<file path="config.mk">
export PLATFORM = sky130hd
export DESIGN_NAME = muldiv_unit
export DESIGN_NICKNAME = d
export VERILOG_FILES = /design/src/rtl/muldiv_unit.sv
export SDC_FILE = /design/constraint.sdc
export NUM_CORES = 1
export LEC_CHECK = 0
export BUFFER_PORTS_ARGS = -buffer_cell sky130_fd_sc_hd__buf_2
export CORE_MARGIN = 10
export CORE_UTILIZATION = 62
export DETAILED_ROUTE_END_ITERATION = 8
export PLACE_DENSITY = 0.82
export SKIP_CTS_REPAIR_TIMING = 1
export SYNTH_ARGS = -nofsm -noshare
export SYNTH_HDL_FRONTEND = slang
export SYNTH_SLANG_ARGS = --single-unit
</file>
<file path="constraint.sdc">
create_clock -name clk -period 5.95 [get_ports clk]
set_input_delay 0.2975 -clock clk [delete_from_list [all_inputs] [get_ports clk]]
set_output_delay 0.2975 -clock clk [all_outputs]
set_load 0.1 [all_outputs]
</file>
<file path="src/rtl/muldiv_unit.sv">
// Iterative radix-2 multiply/divide execute unit, one step per clock.
// Ports: clk, rst (sync, active-high); start/op/op_a/op_b/rd_addr request;
//        busy/done handshake; wr_en/wr_addr/wr_data register-file write-back.
module muldiv_unit #(
   parameter int WIDTH  = 16,
   parameter int ADDR_W = 3
) (
   input  logic              clk,
   input  logic              rst,
   input  logic              start,
   input  logic [2:0]        op,
   input  logic [WIDTH-1:0]  op_a,
   input  logic [WIDTH-1:0]  op_b,
   input  logic [ADDR_W-1:0] rd_addr,
   output logic              busy,
   output logic              done,
   output logic              wr_en,
   output logic [ADDR_W-1:0] wr_addr,
   output logic [WIDTH-1:0]  wr_data
);

   localparam int CW = $clog2(WIDTH);
   localparam logic [CW-1:0] LAST = CW'(WIDTH - 1);

   typedef enum logic [1:0] {
      IDLE,
      CALC,
      DONE
   } state_t;

   state_t              state;
   logic [CW-1:0]       cnt;
   logic [2:0]          op_q;
   logic [ADDR_W-1:0]   rd_q;
   logic                neg_q;
   logic                divz_q;
   // hi: partial product high half / partial remainder (one guard bit)
   // lo: multiplier bits / dividend bits shifting into quotient
   logic [WIDTH:0]      hi;
   logic [WIDTH-1:0]    lo;
   logic [WIDTH-1:0]    dvs;

   // request decode
   logic                a_sgn;
   logic                b_sgn;
   logic                sa;
   logic                sb;
   logic [WIDTH-1:0]    mag_a;
   logic [WIDTH-1:0]    mag_b;
   logic                neg_d;

   always_comb begin
      a_sgn = 1'b0;
      b_sgn = 1'b0;
      unique case (op)
         3'b001, 3'b100, 3'b110: begin
            a_sgn = 1'b1;
            b_sgn = 1'b1;
         end
         3'b010:  a_sgn = 1'b1;
         default: ;
      endcase
      sa    = a_sgn & op_a[WIDTH-1];
      sb    = b_sgn & op_b[WIDTH-1];
      mag_a = sa ? (~op_a + 1'b1) : op_a;
      mag_b = sb ? (~op_b + 1'b1) : op_b;
      // remainder follows the dividend; everything else follows a^b
      neg_d = (op[2] & op[1]) ? sa : (sa ^ sb);
   end

   // one iteration step
   logic [WIDTH:0]      mul_sum;
   logic [WIDTH:0]      r_sh;
   logic [WIDTH:0]      trial;
   logic [WIDTH:0]      step_hi;
   logic [WIDTH-1:0]    step_lo;

   always_comb begin
      mul_sum = {1'b0, hi[WIDTH-1:0]}
              + (lo[0] ? {1'b0, dvs} : '0);
      r_sh    = {hi[WIDTH-1:0], lo[WIDTH-1]};
      trial   = r_sh - {1'b0, dvs};
      if (op_q[2]) begin
         // restoring divide: keep the trial only if it stayed non-negative
         if (!trial[WIDTH]) begin
            step_hi = trial;
            step_lo = {lo[WIDTH-2:0], 1'b1};
         end else begin
            step_hi = r_sh;
            step_lo = {lo[WIDTH-2:0], 1'b0};
         end
      end else begin
         step_hi = {1'b0, mul_sum[WIDTH:1]};
         step_lo = {mul_sum[0], lo[WIDTH-1:1]};
      end
   end

   // final sign correction and result selection
   logic [2*WIDTH-1:0]  prod;
   logic [2*WIDTH-1:0]  prod_s;
   logic [WIDTH-1:0]    quot_s;
   logic [WIDTH-1:0]    rem_s;
   logic [WIDTH-1:0]    result;

   always_comb begin
      prod   = {step_hi[WIDTH-1:0], step_lo};
      prod_s = neg_q ? (~prod + 1'b1) : prod;
      quot_s = neg_q ? (~step_lo + 1'b1) : step_lo;
      rem_s  = neg_q ? (~step_hi[WIDTH-1:0] + 1'b1)
                     : step_hi[WIDTH-1:0];
      result = '0;
      unique case (op_q)
         3'b000:                 result = prod_s[WIDTH-1:0];
         3'b001, 3'b010, 3'b011: result = prod_s[2*WIDTH-1:WIDTH];
         // divide by zero: the remainder path already yields op_a,
         // only the quotient needs substituting
         3'b100, 3'b101:         result = divz_q ? '1 : quot_s;
         default:                result = rem_s;
      endcase
   end

   always_ff @(posedge clk) begin
      if (rst) begin
         state   <= IDLE;
         cnt     <= '0;
         op_q    <= '0;
         rd_q    <= '0;
         neg_q   <= 1'b0;
         divz_q  <= 1'b0;
         hi      <= '0;
         lo      <= '0;
         dvs     <= '0;
         busy    <= 1'b0;
         done    <= 1'b0;
         wr_en   <= 1'b0;
         wr_addr <= '0;
         wr_data <= '0;
      end else begin
         unique case (state)
            IDLE: begin
               if (start) begin
                  op_q   <= op;
                  rd_q   <= rd_addr;
                  neg_q  <= neg_d;
                  divz_q <= (op_b == '0);
                  hi     <= '0;
                  lo     <= mag_a;
                  dvs    <= mag_b;
                  cnt    <= '0;
                  busy   <= 1'b1;
                  state  <= CALC;
               end
            end
            CALC: begin
               hi  <= step_hi;
               lo  <= step_lo;
               cnt <= cnt + 1'b1;
               if (cnt == LAST) begin
                  wr_data <= result;
                  wr_addr <= rd_q;
                  wr_en   <= (rd_q != '0);
                  done    <= 1'b1;
                  state   <= DONE;
               end
            end
            DONE: begin
               done    <= 1'b0;
               wr_en   <= 1'b0;
               wr_addr <= '0;
               busy    <= 1'b0;
               state   <= IDLE;
            end
            default: state <= IDLE;
         endcase
      end
   end

endmodule

</file>
==> run metrics, run 1 <==
Routed WL ~23000 um; number of nets in the final layout approximately 1100; worst hold path type in -> reg; number of clock sinks between 80 and 90; number of placed instances with taps included 1151; Syn-to-layout area delta 8.86%; Via Count 7797; DIE HEIGHT 129 um; highest ir drop seen on vdd approximately 210 uV; final period utilization ~79%; Skew-Pair Late Insertion Delay 0.36 ns; num ports 63; placed wire-length estimate 16800 um; number of antenna-violating nets in the routed design 0; count of pins over their slew limit 0; number of DRC markers after the initial detailed-route iteration 976; number of antenna violations at the first check in global routing 0; summed instance area of the synthesized netlist between 0.007 and 0.008 mm^2; detailed-route vias per instance 6.68; global-route met2 utilization a little over two fifths; CTS HTree Levels 3; sequential area share after synthesis 22.9%; outcome finished, final reports clean; largest fanout on the critical path 17; met1 track demand over resource between 30% and 40%; Req. time, crit path 6.15 ns; Post-Layout Cell Count 1167; count of endpoints failing setup in the final report 0; Primary FF master, synth sky130_fd_sc_hd__dfxtp_1; number of inserted diodes 0; Worst slew margin 29.2%; leakage power 3.23 nW; Max Freq roughly 0.21 GHz; arrival time reported for the critical path endpoint 4.91 ns; Avg Cell Area, Syn 7.44 um^2; first-pass detailed-route iteration total 6; clock tree from TritonCTS done; floorplan die area 0.0166 mm^2; first-pass GRT wire length between 30000 and 40000 um; sum of overflow across all layers after global routing 0; fraction of final layout cells sized beyond drive strength 1 11.1%; met3 GRT Util 6.04%; Post-route DRC 0; synthesized instance count 988; Crit Path Category reg -> reg; post-layout minimum cycle time 4.71 ns; maximum number of pins on one net before global-route repair 78; kind of start point of the critical path flip-flop; Setup TNS 0 ns; Core Box Area approximately 0.012 mm^2; Starting Density 63.8%; syn_nets 1068; number of different library cells in the post-synthesis netlist 76; Total Routing Usage GR about 27%; number of synthesized register bits 84; transition time at the pin with the least slew margin about 1.1 ns; endpoints failing hold 0; input/output buffers 62; pwr/cell area 223 mW/mm^2; largest cells by area after synthesis sky130_fd_sc_hd__dfxtp_1, sky130_fd_sc_hd__nor2_1, sky130_fd_sc_hd__ha_1; clock-pin slew reported for the worst setup and hold paths after clock tree synthesis 0.07 ns; Clock Skew between 0.01 and 0.015 ns; library cell with the largest summed area after synthesis sky130_fd_sc_hd__dfxtp_1; clock buffers created by TritonCTS 9; Max Cap Viol 0; CTS Buffer Depth 2; share of Yosys cell area claimed by the top area cell type 22.9%; die outline width approximately 130 um; Post-synth EDFFs 0; vias in the first global route around 7300; count of fill cells added during filler insertion 1034; Async SR Flop Fraction 0%; site row count 39; yosys synthesis warning count 0; root buffer cell sky130_fd_sc_hd__clkbuf_16; detail-routed net length per standard cell 19.4 um; gp weighted congestion 0.965; endpoint kind of the worst setup timing path flip-flop; layer with the highest usage met2; unrepaired setup endpoints after global routing no
## synthesized netlist by cell type, types with 5 or more instances
library cell / instances
sky130_fd_sc_hd__nor2_1: 137
sky130_fd_sc_hd__nand2_1: 97
sky130_fd_sc_hd__dfxtp_1: 84
sky130_fd_sc_hd__a21oi_1: 62
sky130_fd_sc_hd__o21ai_0: 44
sky130_fd_sc_hd__clkbuf_1: 41
sky130_fd_sc_hd__inv_1: 41
sky130_fd_sc_hd__ha_1: 37
sky130_fd_sc_hd__xnor2_1: 36
sky130_fd_sc_hd__xor2_1: 32
sky130_fd_sc_hd__nor3_1: 27
sky130_fd_sc_hd__a211oi_1: 24
sky130_fd_sc_hd__o211ai_1: 22
sky130_fd_sc_hd__nand3_1: 18
sky130_fd_sc_hd__mux2i_1: 17
sky130_fd_sc_hd__a22oi_1: 15
sky130_fd_sc_hd__o21a_1: 15
sky130_fd_sc_hd__or3_1: 15
sky130_fd_sc_hd__o31ai_1: 14
sky130_fd_sc_hd__mux2_2: 11
sky130_fd_sc_hd__a21o_1: 10
sky130_fd_sc_hd__a221oi_1: 10
sky130_fd_sc_hd__nand2b_1: 10
sky130_fd_sc_hd__nor2b_1: 10
sky130_fd_sc_hd__a222oi_1: 9
sky130_fd_sc_hd__and2_1: 8
sky130_fd_sc_hd__and3_1: 8
sky130_fd_sc_hd__o211a_1: 8
sky130_fd_sc_hd__o21ai_1: 8
sky130_fd_sc_hd__nor4_1: 7
sky130_fd_sc_hd__a31oi_1: 6
sky130_fd_sc_hd__nand4_1: 6
sky130_fd_sc_hd__o221ai_1: 6
sky130_fd_sc_hd__o31a_1: 6
sky130_fd_sc_hd__a2111oi_0: 5
sky130_fd_sc_hd__a311oi_1: 5
sky130_fd_sc_hd__buf_2: 5
sky130_fd_sc_hd__o21bai_1: 5
## worst max-delay path: stages, from the launching register on
cell	delay (ns)
sky130_fd_sc_hd__dfxtp_1	0.36
sky130_fd_sc_hd__inv_1	0.09
sky130_fd_sc_hd__ha_1	0.23
sky130_fd_sc_hd__fa_1	0.41
sky130_fd_sc_hd__nor2b_1	0.18
sky130_fd_sc_hd__o31a_2	0.23
sky130_fd_sc_hd__o21ai_4	0.10
sky130_fd_sc_hd__o211a_1	0.29
sky130_fd_sc_hd__o21ai_4	0.49
sky130_fd_sc_hd__nand2_1	0.22
sky130_fd_sc_hd__o21ai_0	0.20
sky130_fd_sc_hd__inv_1	0.08
sky130_fd_sc_hd__ha_1	0.20
sky130_fd_sc_hd__o21ai_1	0.31
sky130_fd_sc_hd__o31ai_1	0.26
sky130_fd_sc_hd__nor2_1	0.23
sky130_fd_sc_hd__o21a_1	0.16
sky130_fd_sc_hd__a211oi_1	0.04
sky130_fd_sc_hd__a2111oi_0	0.38
sky130_fd_sc_hd__nor3_1	0.11
## per-stage QoR
stage / utilization, % / power (mW) / hold slack (ns) / setup slack, ns / instance area (um^2)
after floorplan: - / 1.04 / 0.432 / 1.72 / 7350
after global placement: 66.8 / 1.18 / 0.443 / 1.47 / 7700
after detailed placement: 66.8 / 1.18 / 0.446 / 1.37 / 7700
after CTS: 69.4 / 1.76 / 0.175 / 1.33 / 8000
after global routing: 69.4 / 1.86 / 0.196 / 0.812 / 8000
final: 69.4 / 1.78 / 0.182 / 1.24 / 8000
## path summary, 6_finish.rpt
kind                        start                 endpoint  slack (ns)  cells past startpoint
max           lo[15]$_SDFFE_PP0P_  wr_data[4]$_SDFFE_PP0P_        1.24                     19
max reg2reg   lo[15]$_SDFFE_PP0P_  wr_data[4]$_SDFFE_PP0P_        1.24                     19
min                    rd_addr[2]     rd_q[2]$_SDFFE_PP0P_        0.18                      3
min reg2reg  dvs[15]$_SDFFE_PP0P_     dvs[15]$_SDFFE_PP0P_        0.46                      2
## layout by cell type, fill, tap and decap left out, types with 7 or more instances in the layout
master                      count
sky130_fd_sc_hd__o31ai_1       14
sky130_fd_sc_hd__o21ai_0       44
sky130_fd_sc_hd__o21ai_1        7
sky130_fd_sc_hd__nor2b_1       10
sky130_fd_sc_hd__buf_4          7
sky130_fd_sc_hd__buf_2         62
sky130_fd_sc_hd__nor2_1       137
sky130_fd_sc_hd__and2_1         8
sky130_fd_sc_hd__inv_1         41
sky130_fd_sc_hd__mux2i_1       17
sky130_fd_sc_hd__a211oi_1      24
sky130_fd_sc_hd__clkbuf_16      9
sky130_fd_sc_hd__and3_1         7
sky130_fd_sc_hd__dfxtp_1       83
sky130_fd_sc_hd__nand3_1       18
sky130_fd_sc_hd__o211a_1        8
sky130_fd_sc_hd__nand2b_1      10
sky130_fd_sc_hd__nand2_1       97
sky130_fd_sc_hd__or3_1         15
sky130_fd_sc_hd__a21o_1        10
sky130_fd_sc_hd__o21a_1        15
sky130_fd_sc_hd__ha_1          37
sky130_fd_sc_hd__xor2_1        32
sky130_fd_sc_hd__nor3_1        27
sky130_fd_sc_hd__xnor2_1       36
sky130_fd_sc_hd__a22oi_1       15
sky130_fd_sc_hd__a221oi_1      10
sky130_fd_sc_hd__a21oi_1       62
sky130_fd_sc_hd__mux2_2        11
sky130_fd_sc_hd__a222oi_1       9
sky130_fd_sc_hd__o211ai_1      22
sky130_fd_sc_hd__nor4_1         7
## registers in the layout, indices dropped and copies added, names as in the netlist
| name | count |
|---|---|
| hi | 16 |
| cnt | 4 |
| wr_data | 16 |
| dvs | 16 |
| busy | 1 |
| rd_q | 3 |
| done | 1 |
| neg_q | 1 |
| lo | 16 |
| state | 2 |
| divz_q | 1 |
| op_q | 3 |
| wr_en | 1 |
| wr_addr | 3 |
## cells by family (layout without fill, tap and decap cells)
group / after synthesis / count (layout) / share of synthesized area, %
fa+ha+maj: 39 / 39 / 6.85
flops: 84 / 84 / 22.9
buf+inv: 90 / 126 / 4.79
xor+xnor: 68 / 68 / 8.11
compound gates: 320 / 320 / 31.2
simple gates: 359 / 359 / 22.2
mux: 28 / 28 / 4.00
## power by group
group,total [mW],internal [mW],switching [mW]
logic,0.576,0.210,0.366
registers,0.614,0.587,0.0264
clock network,0.590,0.328,0.262
## cell type report
cell class | instances | area, um^2 | share of cell area, %
Clock inverter | 7 | 75.1 | 0.939
Clock buffer | 9 | 225 | 2.82
Sequential cell | 84 | 1680 | 21.0
Timing Repair Buffer | 69 | 363 | 4.54
Inverter | 41 | 154 | 1.92
Multi-Input combinational cell | 814 | 5320 | 66.5
Tap cell | 143 | 179 | 2.24
## routing by layer
layer / part of all wire (%) / up-vias / wire, um
met1: 43 / 3612 / 9810
met4: 3.2 / 0 / 718
met2: 44 / 400 / 10100
li1: - / 3727 / -
met5: 0 / - / 0
met3: 9.2 / 58 / 2080
Power figures use the tool's default switching activity.
==> inputs of run 2 (changes only) <==
Clock period 5.95 ns to 4.56 ns, I/O delays scaled along.
==> run 2 against run 1 <==
  * Critical endpoint is now wr_data[14]$_SDFFE_PP0P_
  * Via count increased by 1.2%
  * Clock skew decreased by 0.0016 ns
  * Highest routed layer unchanged
  * Sequential share of layout area decreased by 0.43 points
  * Wire length decreased by 0.22%
  * Clock power increased by 34%
  * Non-clock buffer count increased by 18
  * Setup slack got worse by 0.89 ns
==> run metrics, run 2 (synthesis results as in run 1) <==
outcome finished, final reports clean; Post-Layout Cell Count 1185 (+1.5%); number of clock sinks 84 (unchanged); number of placed instances with taps included 1168 (+1.5%); number of antenna-violating nets in the routed design 0 (unchanged); Final Worst Setup Slack 0.343 ns (-0.893 ns); arrival time reported for the critical path endpoint 4.43 ns (-0.48 ns); count of endpoints failing setup in the final report 0 (unchanged); Skew-Pair Late Insertion Delay 0.35 ns (about the same); gp weighted congestion 0.988 (+2.4%); Via Count 7891 (+1.2%); Max Freq 0.237 GHz (+12%); Req. time, crit path 4.78 ns (-1.37 ns); Setup TNS 0 ns (unchanged); transition time at the pin with the least slew margin 0.974 ns (-0.0781 ns); clock-pin slew reported for the worst setup and hold paths after clock tree synthesis 0.07 ns (about the same); switching share of total power 35.1% (-1.6 points); Syn-to-layout area delta 11.1%; hold-critical path depth 3 (unchanged); pwr/cell area 291 mW/mm^2 (+31%); CTS HTree Levels 3 (unchanged); Starting Density 63.8% (unchanged); Worst slew margin 35.1% (+5.9 points); num ports 63 (unchanged); root buffer cell sky130_fd_sc_hd__clkbuf_16; clock buffers created by TritonCTS 9 (unchanged); Max Cap Viol 0 (unchanged); first-pass detailed-route iteration total 7 (+1); leakage power 3.34 nW (+3.3%); count of pins over their slew limit 0 (unchanged); proportion of power drawn by flip-flops and latches 33.8% (-0.7 points); final core utilization 70.9% (+1.4 points); endpoint kind of the worst setup timing path flip-flop; final hold slack 0.115 ns (-0.0679 ns); maximum single-stage delay on the critical path 0.42 ns (-0.07 ns); final period utilization 92.5% (+13 points); Routed WL 22600 um (-0.22%); site row count 39 (unchanged); share of total power in the clock network 33.3% (about the same); number of DRC markers after the initial detailed-route iteration 1051 (+7.7%); Clock Skew 0.0121 ns (-0.00165 ns); number of cells on the worst reg-to-reg path 15 (-4); total internal power 1.54 mW (+37%); die outline width 129 um (unchanged); worst hold path type in -> reg; highest ir drop seen on vdd 281 uV (+34%); Setup Slack @ Placement 0.329 ns (-1.04 ns); number of inserted diodes 0 (unchanged); relative contribution of combinational cells to total power 32.8% (+0.4 points); vias in the first global route 7192 (-1.0%); Post-route DRC 0 (unchanged); endpoints failing hold 0 (unchanged); master of the slowest instance on the critical path sky130_fd_sc_hd__fa_1; Hold EP rd_q[0]$_SDFFE_PP0P_; clock tree from TritonCTS done; post-layout minimum cycle time 4.22 ns (-0.497 ns); startpoint of the tightest hold check path rd_addr[0]; commonest non-fill, non-tap cell in the layout sky130_fd_sc_hd__nor2_1; input/output buffers 62 (unchanged); Core Box Area 0.0115 mm^2 (unchanged); unrepaired setup endpoints after global routing no; largest fanout on the critical path 13 (-4); first-pass GRT wire length 36300 um (-0.96%); r2r endpoint wr_data[14]$_SDFFE_PP0P_; DIE HEIGHT 129 um (unchanged); net switching power 835 uW (+28%); number of antenna violations at the first check in global routing 0 (unchanged); worst setup slack for register-to-register paths 0.34 ns (-0.89 ns); commonest cells after routing, fill and taps aside sky130_fd_sc_hd__nor2_1, sky130_fd_sc_hd__nand2_1, sky130_fd_sc_hd__dfxtp_1; number of nets in the final layout 1117 (+1.6%); crit-path cells inv_1 > ha_1 > fa_1 > nor2b_1 > o31a_2 > o21ai_4 > o211a_1 > o21ai_4 > buf_4 > a311o_1 > o211ai_1 > or3_4 > or3_1 > or3_1 > o2bb2ai_1; floorplan die area 0.0166 mm^2 (unchanged); kind of start point of the critical path flip-flop; detail-routed net length per standard cell 19.1 um (-1.7%); worst reg2reg path startpoint lo[15]$_SDFFE_PP0P_; CTS Buffer Depth 2 (unchanged); Crit Path Category reg -> reg; Total Routing Usage GR 26.7% (-0.33 points); fraction of final layout cells sized beyond drive strength 1 13.0% (+1.8 points); detailed-route vias per instance 6.66 (-0.33%); sum of overflow across all layers after global routing 0 (unchanged); maximum number of pins on one net before global-route repair 78 (unchanged); placed wire-length estimate 17100 um (+2.0%)
run 2: metal layers:
metal / vias up / GRT usage, % / wire length [um]
met1: 3650 / 35.6 / 9720
li1: 3754 / - / -
met3: 60 / 5.26 / 2160
met5: - / 0 / 0
met2: 427 / 41.3 / 10100
met4: 0 / 11.0 / 714
run 2: critical path: cells and delay by family (launching register included):
kind,cells,cell delay (ns)
buffers and inverters,2,0.35
AND/OR/NAND/NOR,4,1.27
adder cells (fa/ha/maj),2,0.66
AO/OA/AOI/OAI,7,1.47
flip-flops,1,0.35
run 2: power by group through the flow:
| stage | logic, mW | clock network, mW | registers (mW) |
|---|---|---|---|
| final | 0.781 | 0.793 | 0.804 |
| after global routing | 0.849 | 0.826 | 0.808 |
| after CTS | 0.752 | 0.794 | 0.802 |
| after detailed placement | 0.745 | 0 | 0.819 |
| after global placement | 0.740 | 0 | 0.816 |
| after floorplan | 0.555 | 0 | 0.807 |
run 2: worst max path at each step:
stage / from / endpoint / slack (ns) / depth (start not counted)
finish: lo[15]$_SDFFE_PP0P_ / wr_data[14]$_SDFFE_PP0P_ / 0.34 / 15
global route: lo[0]$_SDFFE_PP0P_ / wr_data[15]$_SDFFE_PP0P_ / 0.007 / 14
detailed placement: lo[15]$_SDFFE_PP0P_ / wr_data[14]$_SDFFE_PP0P_ / 0.33 / 15
global placement: lo[15]$_SDFFE_PP0P_ / wr_data[14]$_SDFFE_PP0P_ / 0.42 / 15
floorplan: lo[15]$_SDFFE_PP0P_ / wr_data[14]$_SDFFE_PP0P_ / 0.33 / 20
CTS: lo[15]$_SDFFE_PP0P_ / wr_data[14]$_SDFFE_PP0P_ / 0.32 / 15
run 2: through the flow:
step	area, um^2	power [mW]
final	8160	2.38
after global routing	8160	2.48
after CTS	8140	2.35
after detailed placement	7830	1.56
after global placement	7830	1.56
after floorplan	7350	1.36
run 2: final cells by class:
cell class                 instances  area, um^2
timing repair buffer              87         498
tap                              143         179
fill                             985        3350
clock buffer                       9         225
inverter                          41         154
clock inverter                     7        88.8
multi-input combinational        814        5340
sequential                        84        1680
==> inputs of run 3 (changes only) <==
Settings changed: MAX_ROUTING_LAYER set to met4.
==> run 3 against run 2 <==
  * Non-clock buffer count did not move
  * Sequential share of layout area barely moved
  * Worst hold slack got worse by 0.0049 ns
  * Combinational power rose by 2%
  * Largest cell class unchanged
==> run metrics, run 3 (synthesis results as in run 1) <==
r2r endpoint wr_data[14]$_SDFFE_PP0P_; Worst slew margin 33.8% (-1.3 points); commonest cells after routing, fill and taps aside sky130_fd_sc_hd__nor2_1, sky130_fd_sc_hd__nand2_1, sky130_fd_sc_hd__dfxtp_1; largest fanout on the critical path 6 (-7); floorplan die area 0.0166 mm^2 (unchanged); num ports 63 (unchanged); worst hold path type in -> reg; highest ir drop seen on vdd 256 uV (-8.7%); final hold slack 0.110 ns (-0.00492 ns); Syn-to-layout area delta 11.2%; hold-critical path depth 3 (unchanged); number of DRC markers after the initial detailed-route iteration 1184 (+13%); CTS Buffer Depth 2 (unchanged); commonest non-fill, non-tap cell in the layout sky130_fd_sc_hd__nor2_1; Post-route DRC 0 (unchanged); final core utilization 71.0% (+0.076 points); Total Routing Usage GR 28.6% (+2.0 points); die outline width 129 um (unchanged); Hold EP rd_q[1]$_SDFFE_PP0P_; Max Cap Viol 0 (unchanged); Skew-Pair Late Insertion Delay 0.35 ns (about the same); CTS HTree Levels 3 (unchanged); vias in the first global route 7291 (+1.4%); number of inserted diodes 0 (unchanged); count of pins over their slew limit 0 (unchanged); outcome finished, final reports clean; worst reg2reg path startpoint lo[15]$_SDFFE_PP0P_; leakage power 3.34 nW (about the same); count of fill cells added during filler insertion 994 (+0.91%); final period utilization 94.3% (+1.9 points); gp weighted congestion 1.01 (+2.4%); arrival time reported for the critical path endpoint 4.51 ns (+0.08 ns); transition time at the pin with the least slew margin 0.993 ns (+0.0194 ns); pwr/cell area 296 mW/mm^2 (+1.5%); post-layout minimum cycle time 4.30 ns (+0.0850 ns); Core Box Area 0.0115 mm^2 (unchanged); endpoints failing hold 0 (unchanged); Max Freq 0.232 GHz (-2.0%); site row count 39 (unchanged); endpoint kind of the worst setup timing path flip-flop; unrepaired setup endpoints after global routing yes; count of endpoints failing setup in the final report 0 (unchanged); detailed-route vias per instance 6.65 (-0.11%); Via Count 7882 (-0.11%); clock tree from TritonCTS done; first-pass GRT wire length 37700 um (+3.8%); maximum number of pins on one net before global-route repair 78 (unchanged); number of clock sinks 84 (unchanged); number of antenna-violating nets in the routed design 0 (unchanged); clock buffers created by TritonCTS 9 (unchanged); root buffer cell sky130_fd_sc_hd__clkbuf_16; fraction of final layout cells sized beyond drive strength 1 12.8% (-0.19 points); startpoint of the tightest hold check path rd_addr[1]; number of nets in the final layout 1117 (unchanged); Routed WL 23500 um (+3.8%); first-pass detailed-route iteration total 7 (unchanged); number of antenna violations at the first check in global routing 0 (unchanged); sum of overflow across all layers after global routing 0 (unchanged); Crit Path Category reg -> reg; kind of start point of the critical path flip-flop; clock-pin slew reported for the worst setup and hold paths after clock tree synthesis 0.07 ns (about the same); DIE HEIGHT 129 um (unchanged); placed wire-length estimate 17700 um (+3.5%); number of cells on the worst reg-to-reg path 18 (+3); detail-routed net length per standard cell 19.8 um (+3.8%); Starting Density 63.8% (unchanged); input/output buffers 62 (unchanged); worst setup slack for register-to-register paths 0.26 ns (-0.08 ns); Req. time, crit path 4.77 ns (about the same); Clock Skew 0.00897 ns (-0.00308 ns)
-- run 3: cell count changes in the layout (fill, tap and decap cells not counted), sizes merged --
cell	previous run	this run
clkinvlp	0	1
clkbuf	9	11
clkinv	4	2
inv	42	41
-- run 3: layout make-up --
cell class                      count  area, um^2  area share (%)
Multi-Input combinational cell    814        5330            65.2
Sequential cell                    84        1680            20.6
Timing Repair Buffer               87         498            6.09
Clock buffer                       11         243            2.97
Tap cell                          143         179            2.19
Inverter                           41         154            1.88
Clock inverter                      5        85.1            1.04
-- run 3: metrics by stage --
stage	TNS [ns]	worst slack [ns]	total power, mW	cell area, um^2	cells
after floorplan	0	0.334	1.36	7350	988
after global placement	0	0.433	1.57	7830	1169
after detailed placement	0	0.333	1.58	7830	1169
after CTS	0	0.291	2.39	8160	1185
after global routing	-0.0206	-0.0206	2.52	8170	1185
final	0	0.258	2.42	8170	1185
-- run 3: per-layer routing --
layer	share of wire (%)	global-route usage (%)	vias to the layer above	wire length, um
met3	8.8	5.01	69	2060
li1	-	-	3757	-
met5	0	-	-	0
met2	45	43.4	412	10500
met1	44	37.6	3644	10200
met4	3.0	10.2	0	704
-- run 3: worst max-delay path by stage --
stage / start / endpoint
after floorplan: lo[15]$_SDFFE_PP0P_ / wr_data[14]$_SDFFE_PP0P_
after global placement: lo[15]$_SDFFE_PP0P_ / wr_data[14]$_SDFFE_PP0P_
after detailed placement: lo[15]$_SDFFE_PP0P_ / wr_data[14]$_SDFFE_PP0P_
after CTS: lo[15]$_SDFFE_PP0P_ / wr_data[14]$_SDFFE_PP0P_
after global routing: lo[15]$_SDFFE_PP0P_ / wr_data[14]$_SDFFE_PP0P_
final: lo[15]$_SDFFE_PP0P_ / wr_data[14]$_SDFFE_PP0P_
-- run 3: power by group --
group          total, mW  switching (mW)  internal [mW]
sequential         0.799          0.0325          0.767
clock              0.822           0.325          0.497
combinational      0.794           0.497          0.297
total               2.42           0.854           1.56
-- run 3: worst max-delay path, cell delays in order, from the launching register on --
cell	delay, ns
sky130_fd_sc_hd__dfxtp_1	0.36
sky130_fd_sc_hd__inv_1	0.10
sky130_fd_sc_hd__ha_1	0.24
sky130_fd_sc_hd__fa_1	0.41
sky130_fd_sc_hd__nor2b_1	0.16
sky130_fd_sc_hd__o31a_2	0.22
sky130_fd_sc_hd__o21ai_4	0.10
sky130_fd_sc_hd__o211a_1	0.30
sky130_fd_sc_hd__o21ai_4	0.24
sky130_fd_sc_hd__nand2_1	0.08
sky130_fd_sc_hd__o211ai_1	0.09
sky130_fd_sc_hd__o21ai_0	0.14
sky130_fd_sc_hd__inv_1	0.12
sky130_fd_sc_hd__ha_1	0.20
sky130_fd_sc_hd__o211ai_1	0.17
sky130_fd_sc_hd__or3_4	0.41
sky130_fd_sc_hd__or3_1	0.35
sky130_fd_sc_hd__or3_1	0.35
sky130_fd_sc_hd__o2bb2ai_1	0.12
